--- config.mk ---
export PLATFORM = sky130hd
export DESIGN_NAME = systolic_ctrl_flat
export DESIGN_NICKNAME = d
export VERILOG_FILES = /design/src/rtl/systolic_ctrl_if.sv /design/src/rtl/systolic_ctrl.sv /design/src/flat_wrapper.sv
export SDC_FILE = /design/constraint.sdc
export NUM_CORES = 1
export LEC_CHECK = 0
export CAP_MARGIN = 20
export CORE_MARGIN = 5
export CORE_UTILIZATION = 46
export CTS_BUF_LIST = sky130_fd_sc_hd__clkbuf_4 sky130_fd_sc_hd__clkbuf_8
export DETAILED_ROUTE_END_ITERATION = 8
export HOLD_SLACK_MARGIN = 0.12
export MAX_ROUTING_LAYER = met4
export PLACE_DENSITY = 0.8
export RECOVER_POWER = 100
export SLEW_MARGIN = 20
export SYNTH_ARGS = -nofsm -noshare
export SYNTH_HDL_FRONTEND = slang
export SYNTH_SLANG_ARGS = --single-unit
--- constraint.sdc ---
create_clock -name clk -period 2.8 [get_ports clk]
set_input_delay 0.56 -clock clk [delete_from_list [all_inputs] [get_ports clk]]
set_output_delay 0.56 -clock clk [all_outputs]
set_load 0.01 [all_outputs]
--- src/rtl/systolic_ctrl_if.sv ---
// Job/control bundle between a host, the line buffers and the systolic array.
// master: host side (start/abort/n_vec in, status and array controls observed); slave: systolic_ctrl.
interface systolic_ctrl_if #(
  parameter int ROWS  = 5,
  parameter int COLS  = 5,
  parameter int NV_BW = 8
);
  localparam int RW = (ROWS > 1) ? $clog2(ROWS) : 1;
  localparam int MW = ROWS + COLS - 1;

  logic             start;
  logic             abort;
  logic [NV_BW-1:0] n_vec;
  logic             busy;
  logic             done;
  logic             wgt_rd_en;
  logic [RW-1:0]    wgt_row;
  logic             fmap_rd_en;
  logic [NV_BW-1:0] fmap_idx;
  logic [ROWS-1:0]  str_en;
  logic [MW-1:0]    mul_en;
  logic [ROWS*COLS-1:0] pe_en;
  logic [COLS-1:0]  out_valid;

  modport master (
    output start, abort, n_vec,
    input  busy, done, wgt_rd_en, wgt_row, fmap_rd_en, fmap_idx,
    input  str_en, mul_en, pe_en, out_valid
  );

  modport slave (
    input  start, abort, n_vec,
    output busy, done, wgt_rd_en, wgt_row, fmap_rd_en, fmap_idx,
    output str_en, mul_en, pe_en, out_valid
  );
endinterface

--- src/rtl/systolic_ctrl.sv ---
// Sequencer for a weight-stationary ROWS x COLS systolic array: loads weights,
// streams n_vec fmap vectors, skews multiply enables, gates PEs, flags results.
// Ports: clk, rst (async active-high), bus (systolic_ctrl_if.slave).
module systolic_ctrl #(
  parameter int ROWS  = 5,
  parameter int COLS  = 5,
  parameter int NV_BW = 8
) (
  input logic            clk,
  input logic            rst,
  systolic_ctrl_if.slave bus
);
  localparam int RW = (ROWS > 1) ? $clog2(ROWS) : 1;
  localparam int MW = ROWS + COLS - 1;

  typedef enum logic [2:0] {
    IDLE, LOAD_W, STREAM, DRAIN, DONE
  } state_t;

  state_t           state_q, state_d;
  logic [NV_BW-1:0] n_vec_q, n_vec_d;
  logic [RW-1:0]    wgt_row_q, wgt_row_d;
  logic [NV_BW-1:0] fmap_idx_q, fmap_idx_d;
  logic [ROWS-1:0]  str_en_q, str_en_d;
  logic [MW-1:0]    mul_en_q, mul_en_d;
  logic [MW-1:0]    mul_dly_q, mul_dly_d;
  logic [COLS-1:0]  out_valid_q, out_valid_d;
  logic             wgt_rd_en;
  logic             fmap_rd_en;

  always_ff @(posedge clk or posedge rst) begin
    if (rst) begin
      state_q     <= IDLE;
      n_vec_q     <= '0;
      wgt_row_q   <= '0;
      fmap_idx_q  <= '0;
      str_en_q    <= '0;
      mul_en_q    <= '0;
      mul_dly_q   <= '0;
      out_valid_q <= '0;
    end else begin
      state_q     <= state_d;
      n_vec_q     <= n_vec_d;
      wgt_row_q   <= wgt_row_d;
      fmap_idx_q  <= fmap_idx_d;
      str_en_q    <= str_en_d;
      mul_en_q    <= mul_en_d;
      mul_dly_q   <= mul_dly_d;
      out_valid_q <= out_valid_d;
    end
  end

  always_comb begin
    state_d    = state_q;
    n_vec_d    = n_vec_q;
    wgt_row_d  = wgt_row_q;
    fmap_idx_d = fmap_idx_q;
    wgt_rd_en  = (state_q == LOAD_W);
    fmap_rd_en = (state_q == STREAM);

    // Store enable lags the read strobe by the buffer read latency.
    for (int r = 0; r < ROWS; r++) begin
      str_en_d[r] = wgt_rd_en && (wgt_row_q == RW'(r));
    end
    // Anti-diagonal skew: each diagonal fires one cycle after the previous.
    mul_en_d  = {mul_en_q[MW-2:0], fmap_rd_en};
    mul_dly_d = mul_en_q;
    for (int c = 0; c < COLS; c++) begin
      out_valid_d[c] = mul_en_q[ROWS-1+c];
    end

    unique case (state_q)
      IDLE: begin
        if (bus.start && (bus.n_vec != '0)) begin
          state_d   = LOAD_W;
          n_vec_d   = bus.n_vec;
          wgt_row_d = '0;
        end
      end
      LOAD_W: begin
        if (wgt_row_q == RW'(ROWS - 1)) begin
          state_d    = STREAM;
          wgt_row_d  = '0;
          fmap_idx_d = '0;
        end else begin
          wgt_row_d = wgt_row_q + RW'(1);
        end
      end
      STREAM: begin
        if (fmap_idx_q == n_vec_q - NV_BW'(1)) begin
          state_d    = DRAIN;
          fmap_idx_d = '0;
        end else begin
          fmap_idx_d = fmap_idx_q + NV_BW'(1);
        end
      end
      DRAIN: begin
        // Look at next-cycle values so DONE lands right after the last valid.
        if ((mul_en_d == '0) && (out_valid_d == '0)) begin
          state_d = DONE;
        end
      end
      DONE: state_d = IDLE;
      default: state_d = IDLE;
    endcase

    if (bus.abort) begin
      state_d     = IDLE;
      wgt_row_d   = '0;
      fmap_idx_d  = '0;
      str_en_d    = '0;
      mul_en_d    = '0;
      mul_dly_d   = '0;
      out_valid_d = '0;
    end
  end

  // PE stays clocked one cycle past its multiply so the partial sum settles.
  always_comb begin
    bus.pe_en = '0;
    for (int r = 0; r < ROWS; r++) begin
      for (int c = 0; c < COLS; c++) begin
        bus.pe_en[r*COLS+c] = str_en_q[r] | mul_en_q[r+c] | mul_dly_q[r+c];
      end
    end
  end

  assign bus.busy       = (state_q != IDLE);
  assign bus.done       = (state_q == DONE);
  assign bus.wgt_rd_en  = wgt_rd_en;
  assign bus.wgt_row    = wgt_row_q;
  assign bus.fmap_rd_en = fmap_rd_en;
  assign bus.fmap_idx   = fmap_idx_q;
  assign bus.str_en     = str_en_q;
  assign bus.mul_en     = mul_en_q;
  assign bus.out_valid  = out_valid_q;
endmodule
--- src/flat_wrapper.sv ---
// flat-port wrapper written by rule: the top's interface ports become plain ports
module systolic_ctrl_flat 
#(
  parameter int ROWS  = 5,
  parameter int COLS  = 5,
  parameter int NV_BW = 8
)
  (clk, rst, bus_start, bus_abort, bus_n_vec, bus_busy, bus_done, bus_wgt_rd_en, bus_wgt_row, bus_fmap_rd_en, bus_fmap_idx, bus_str_en, bus_mul_en, bus_pe_en, bus_out_valid);
  systolic_ctrl_if #(.ROWS(ROWS), .COLS(COLS), .NV_BW(NV_BW)) bus_i ();
  input logic clk;
  input logic rst;
  input wire logic [$bits(bus_i.start)-1:0] bus_start;
  input wire logic [$bits(bus_i.abort)-1:0] bus_abort;
  input wire logic [$bits(bus_i.n_vec)-1:0] bus_n_vec;
  output wire logic [$bits(bus_i.busy)-1:0] bus_busy;
  output wire logic [$bits(bus_i.done)-1:0] bus_done;
  output wire logic [$bits(bus_i.wgt_rd_en)-1:0] bus_wgt_rd_en;
  output wire logic [$bits(bus_i.wgt_row)-1:0] bus_wgt_row;
  output wire logic [$bits(bus_i.fmap_rd_en)-1:0] bus_fmap_rd_en;
  output wire logic [$bits(bus_i.fmap_idx)-1:0] bus_fmap_idx;
  output wire logic [$bits(bus_i.str_en)-1:0] bus_str_en;
  output wire logic [$bits(bus_i.mul_en)-1:0] bus_mul_en;
  output wire logic [$bits(bus_i.pe_en)-1:0] bus_pe_en;
  output wire logic [$bits(bus_i.out_valid)-1:0] bus_out_valid;
  assign bus_i.start = bus_start;
  assign bus_i.abort = bus_abort;
  assign bus_i.n_vec = bus_n_vec;
  assign bus_busy = bus_i.busy;
  assign bus_done = bus_i.done;
  assign bus_wgt_rd_en = bus_i.wgt_rd_en;
  assign bus_wgt_row = bus_i.wgt_row;
  assign bus_fmap_rd_en = bus_i.fmap_rd_en;
  assign bus_fmap_idx = bus_i.fmap_idx;
  assign bus_str_en = bus_i.str_en;
  assign bus_mul_en = bus_i.mul_en;
  assign bus_pe_en = bus_i.pe_en;
  assign bus_out_valid = bus_i.out_valid;
  systolic_ctrl #(.ROWS(ROWS), .COLS(COLS), .NV_BW(NV_BW)) u_core (.clk(clk), .rst(rst), .bus(bus_i));
endmodule
==> flow_summary.json <==
{
  "status": "finished, final reports clean",
  "seq_area_um2": 926,
  "clk_pin_slew_ns": 0.07,
  "cts_sinks": 37,
  "die_h_um": 78.5,
  "port-buffer-count": 70,
  "rr_endpoint": "u_core.bus.fmap_idx[1]$_DFFE_PP0P_",
  "timing.rr.start": "u_core.n_vec_q[0]$_DFFE_PP0P_",
  "postPlaceCellArea_um2": 2880,
  "final.setup.tns_ns": 0,
  "areaGrowthSynthToFinish_pct": 38.5,
  "hold_start": "u_core.n_vec_q[7]$_DFFE_PP0P_",
  "swShare_pct": 35.5,
  "wl_met1_um": 2370,
  "tritoncts": "built",
  "drc": 0,
  "hold_buffers": 0,
  "clockRootBuffer": "clkbuf_8",
  "p_comb_share_pct": 37.8,
  "start_util_pct": 46.7,
  "hold_viol": 0,
  "fin_nets": 298,
  "ys.flop_type": "dfrtp_1",
  "final_area_um2": 2990,
  "pin_count": 71,
  "vdd_ir_drop_max_mv": 0.485,
  "worstHoldPathCells": 1,
  "power_density_nw_per_um2": 689,
  "cp_data_required_time_ns": 2.96,
  "cts_max_path_buffers": 2,
  "post-cts-setup-buffers": 0,
  "gr-total-overflow": 0,
  "drt_iter0_drc": 83,
  "ys_seq_elements": 37,
  "grt_max_degree": 38,
  "avgSynthCellArea_um2": 10.2,
  "worst-path-max-fanout": 21,
  "drv_slew": 0,
  "synth_area_um2": 2160,
  "wire_per_inst_um": 15.4,
  "start_kind": "primary input",
  "syn_inst": 212,
  "met3_length_um": 208,
  "final_core_util_pct": 64.6,
  "core_area_um2": 4630,
  "ant_nets": 0,
  "dp.cells": 326,
  "wirelength_um": 5140,
  "final_common_cell": "dlygate4sd3_1",
  "stdcell_count": 334,
  "antenna_found_initial": 0,
  "p_switching_w": 0.000732,
  "period_minus_slack_ns": 2.47,
  "gp_congestion": 0.851,
  "synth-edff-count": 0,
  "hpwl_um": 3920,
  "grt_first_pass_wirelength_um": 8620,
  "power.leakage_nw": 1.55,
  "p_int_w": 0.00133,
  "rows": 25,
  "cts_resized": 0,
  "hold_class": "flop to flop",
  "synth_cell_types": 50,
  "async_reset_ff_share_pct": 100,
  "relSlewSlack_pct": 35.2,
  "setup-violations-final": 0,
  "grt_pass1_vias": 1751,
  "yosys_warnings": 0,
  "r2r_slack_ns": 0.48,
  "layout_common_cells": "dlygate4sd3_1 (62), dfrtp_1 (37), or3_1 (28)",
  "numCtsBuffers": 5,
  "num_vias": 1808,
  "wl_met2_um": 2510,
  "fmaxAchievable_ghz": 0.405,
  "drive_gt1_share_pct": 10.0,
  "multi_input_area_um2": 1140,
  "grt_usage_pct": 17.8,
  "insertion_delay_ns": 0.29,
  "via_per_inst": 5.41,
  "nFillCells": 410,
  "dieArea_um2": 6170,
  "firstDrtPassIters": 4,
  "routed.top_layer": "met4",
  "end_kind": "flop",
  "clock_skew_ns": 0.00393,
  "post-route-period-util_pct": 88.2,
  "htreeDepth": 2,
  "rsz0062_at_grt": "false",
  "p_clk_share_pct": 23.3,
  "tightestPinTransition_ns": 0.972,
  "ys_seq_area_share_pct": 42.8,
  "die_width_um": 78.5,
  "diodes": 0,
  "reg2regPathDepth": 7,
  "crit_type": "primary input to flop",
  "hold_end": "u_core.n_vec_q[7]$_DFFE_PP0P_",
  "synth_fp_nets": 231,
  "seqPwrFrac_pct": 38.9,
  "crit_arrival_ns": 2.62,
  "cap_violations": 0
}
[cells in the mapped netlist, types with 2 or more instances]
cell type / number / area (µm²)
o21ai_0: 4 / 20.0
and2_1: 4 / 25.0
clkbuf_1: 4 / 15.0
nor3b_1: 2 / 15.0
inv_1: 9 / 33.8
nor2_1: 11 / 41.3
dfrtp_1: 37 / 926
ha_1: 7 / 87.6
buf_4: 4 / 30.0
a211oi_1: 2 / 15.0
nor2b_1: 11 / 68.8
or3_1: 28 / 175
buf_2: 2 / 10.0
o2111ai_1: 6 / 52.6
nand2b_1: 4 / 25.0
xor2_1: 11 / 96.3
nor4_1: 4 / 25.0
xnor2_1: 3 / 26.3
a21oi_1: 9 / 45.0
a31oi_1: 2 / 12.5
and3_1: 3 / 18.8
nand2_1: 6 / 22.5
mux2_2: 9 / 101
nor3_1: 3 / 15.0
nand3_1: 2 / 10.0
[flip-flops by register name, summed over array words and instances (netlist names)]
| signal | flops |
|---|---|
| u_core.state_q | 3 |
| u_core.bus.fmap_idx | 8 |
| u_core.n_vec_q | 8 |
| u_core.bus.wgt_row | 3 |
| u_core.bus.str_en | 5 |
| u_core.bus.mul_en | 8 |
| u_core.mul_dly_q | 2 |
[power groups by stage]
| stage | Clock [W] | Combinational [W] | Sequential (W) |
|---|---|---|---|
| finish | 0.000480 | 0.000781 | 0.000803 |
| global route | 0.000516 | 0.000859 | 0.000826 |
| CTS | 0.000493 | 0.000827 | 0.000802 |
| detailed placement | 0 | 0.000818 | 0.000809 |
| global placement | 0 | 0.000793 | 0.000803 |
| floorplan | 0 | 0.000566 | 0.000754 |
[through the flow]
stage / total power (W) / hold WS [ns] / setup slack [ns]
2_1_floorplan: 0.00132 / 0.500 / 0.802
3_3_place_gp: 0.00160 / 0.517 / 0.354
3_5_place_dp: 0.00163 / 0.542 / 0.296
4_1_cts: 0.00212 / 0.557 / 0.499
5_1_grt: 0.00220 / 0.584 / 0.200
6_report: 0.00206 / 0.544 / 0.332
[how the worst max path moves through the flow]
stage	startpoint	endpoint	slack, ns
floorplan	u_core.n_vec_q[0]$_DFFE_PP0P_	u_core.bus.fmap_idx[1]$_DFFE_PP0P_	0.80
CTS	u_core.state_q[2]$_DFFE_PP0P_	bus_busy	0.50
detailed placement	bus_n_vec[0]	u_core.n_vec_q[0]$_DFFE_PP0P_	0.30
finish	bus_abort	u_core.bus.fmap_idx[7]$_DFFE_PP0P_	0.33
global placement	bus_n_vec[1]	u_core.n_vec_q[1]$_DFFE_PP0P_	0.35
global route	bus_abort	u_core.bus.fmap_idx[5]$_DFFE_PP0P_	0.20
[cell type report]
class / count / share of cell area (%)
multi-input cells: 154 / 38.0
flip-flops and latches: 37 / 30.9
repair buffers: 72 / 23.7
clock buffers: 7 / 3.01
well taps: 54 / 2.26
inverters: 9 / 1.13
clock inverters: 1 / 1.00
[routing by layer]
layer / global-route usage (%) / vias to the layer above
met1: 23.9 / 864
met5: - / -
met3: 3.44 / 4
met2: 27.6 / 45
li1: - / 895
met4: 4.72 / 0
[cell families after synthesis]
logic type,count (synthesis),share of synthesized area [%]
compound gates,37,13.4
xor+xnor,14,5.67
fa+ha+maj,7,4.05
buf+inv,21,4.52
flops,37,42.8
mux,9,4.69
simple gates,87,24.8
[critical path, stage by stage]
cell           delay [ns]
dlygate4sd3_1        0.56
clkbuf_1             0.74
nor3_2               0.22
a31oi_2              0.42
a21oi_1              0.12
Note: power is estimated with default switching activity, not from simulation.
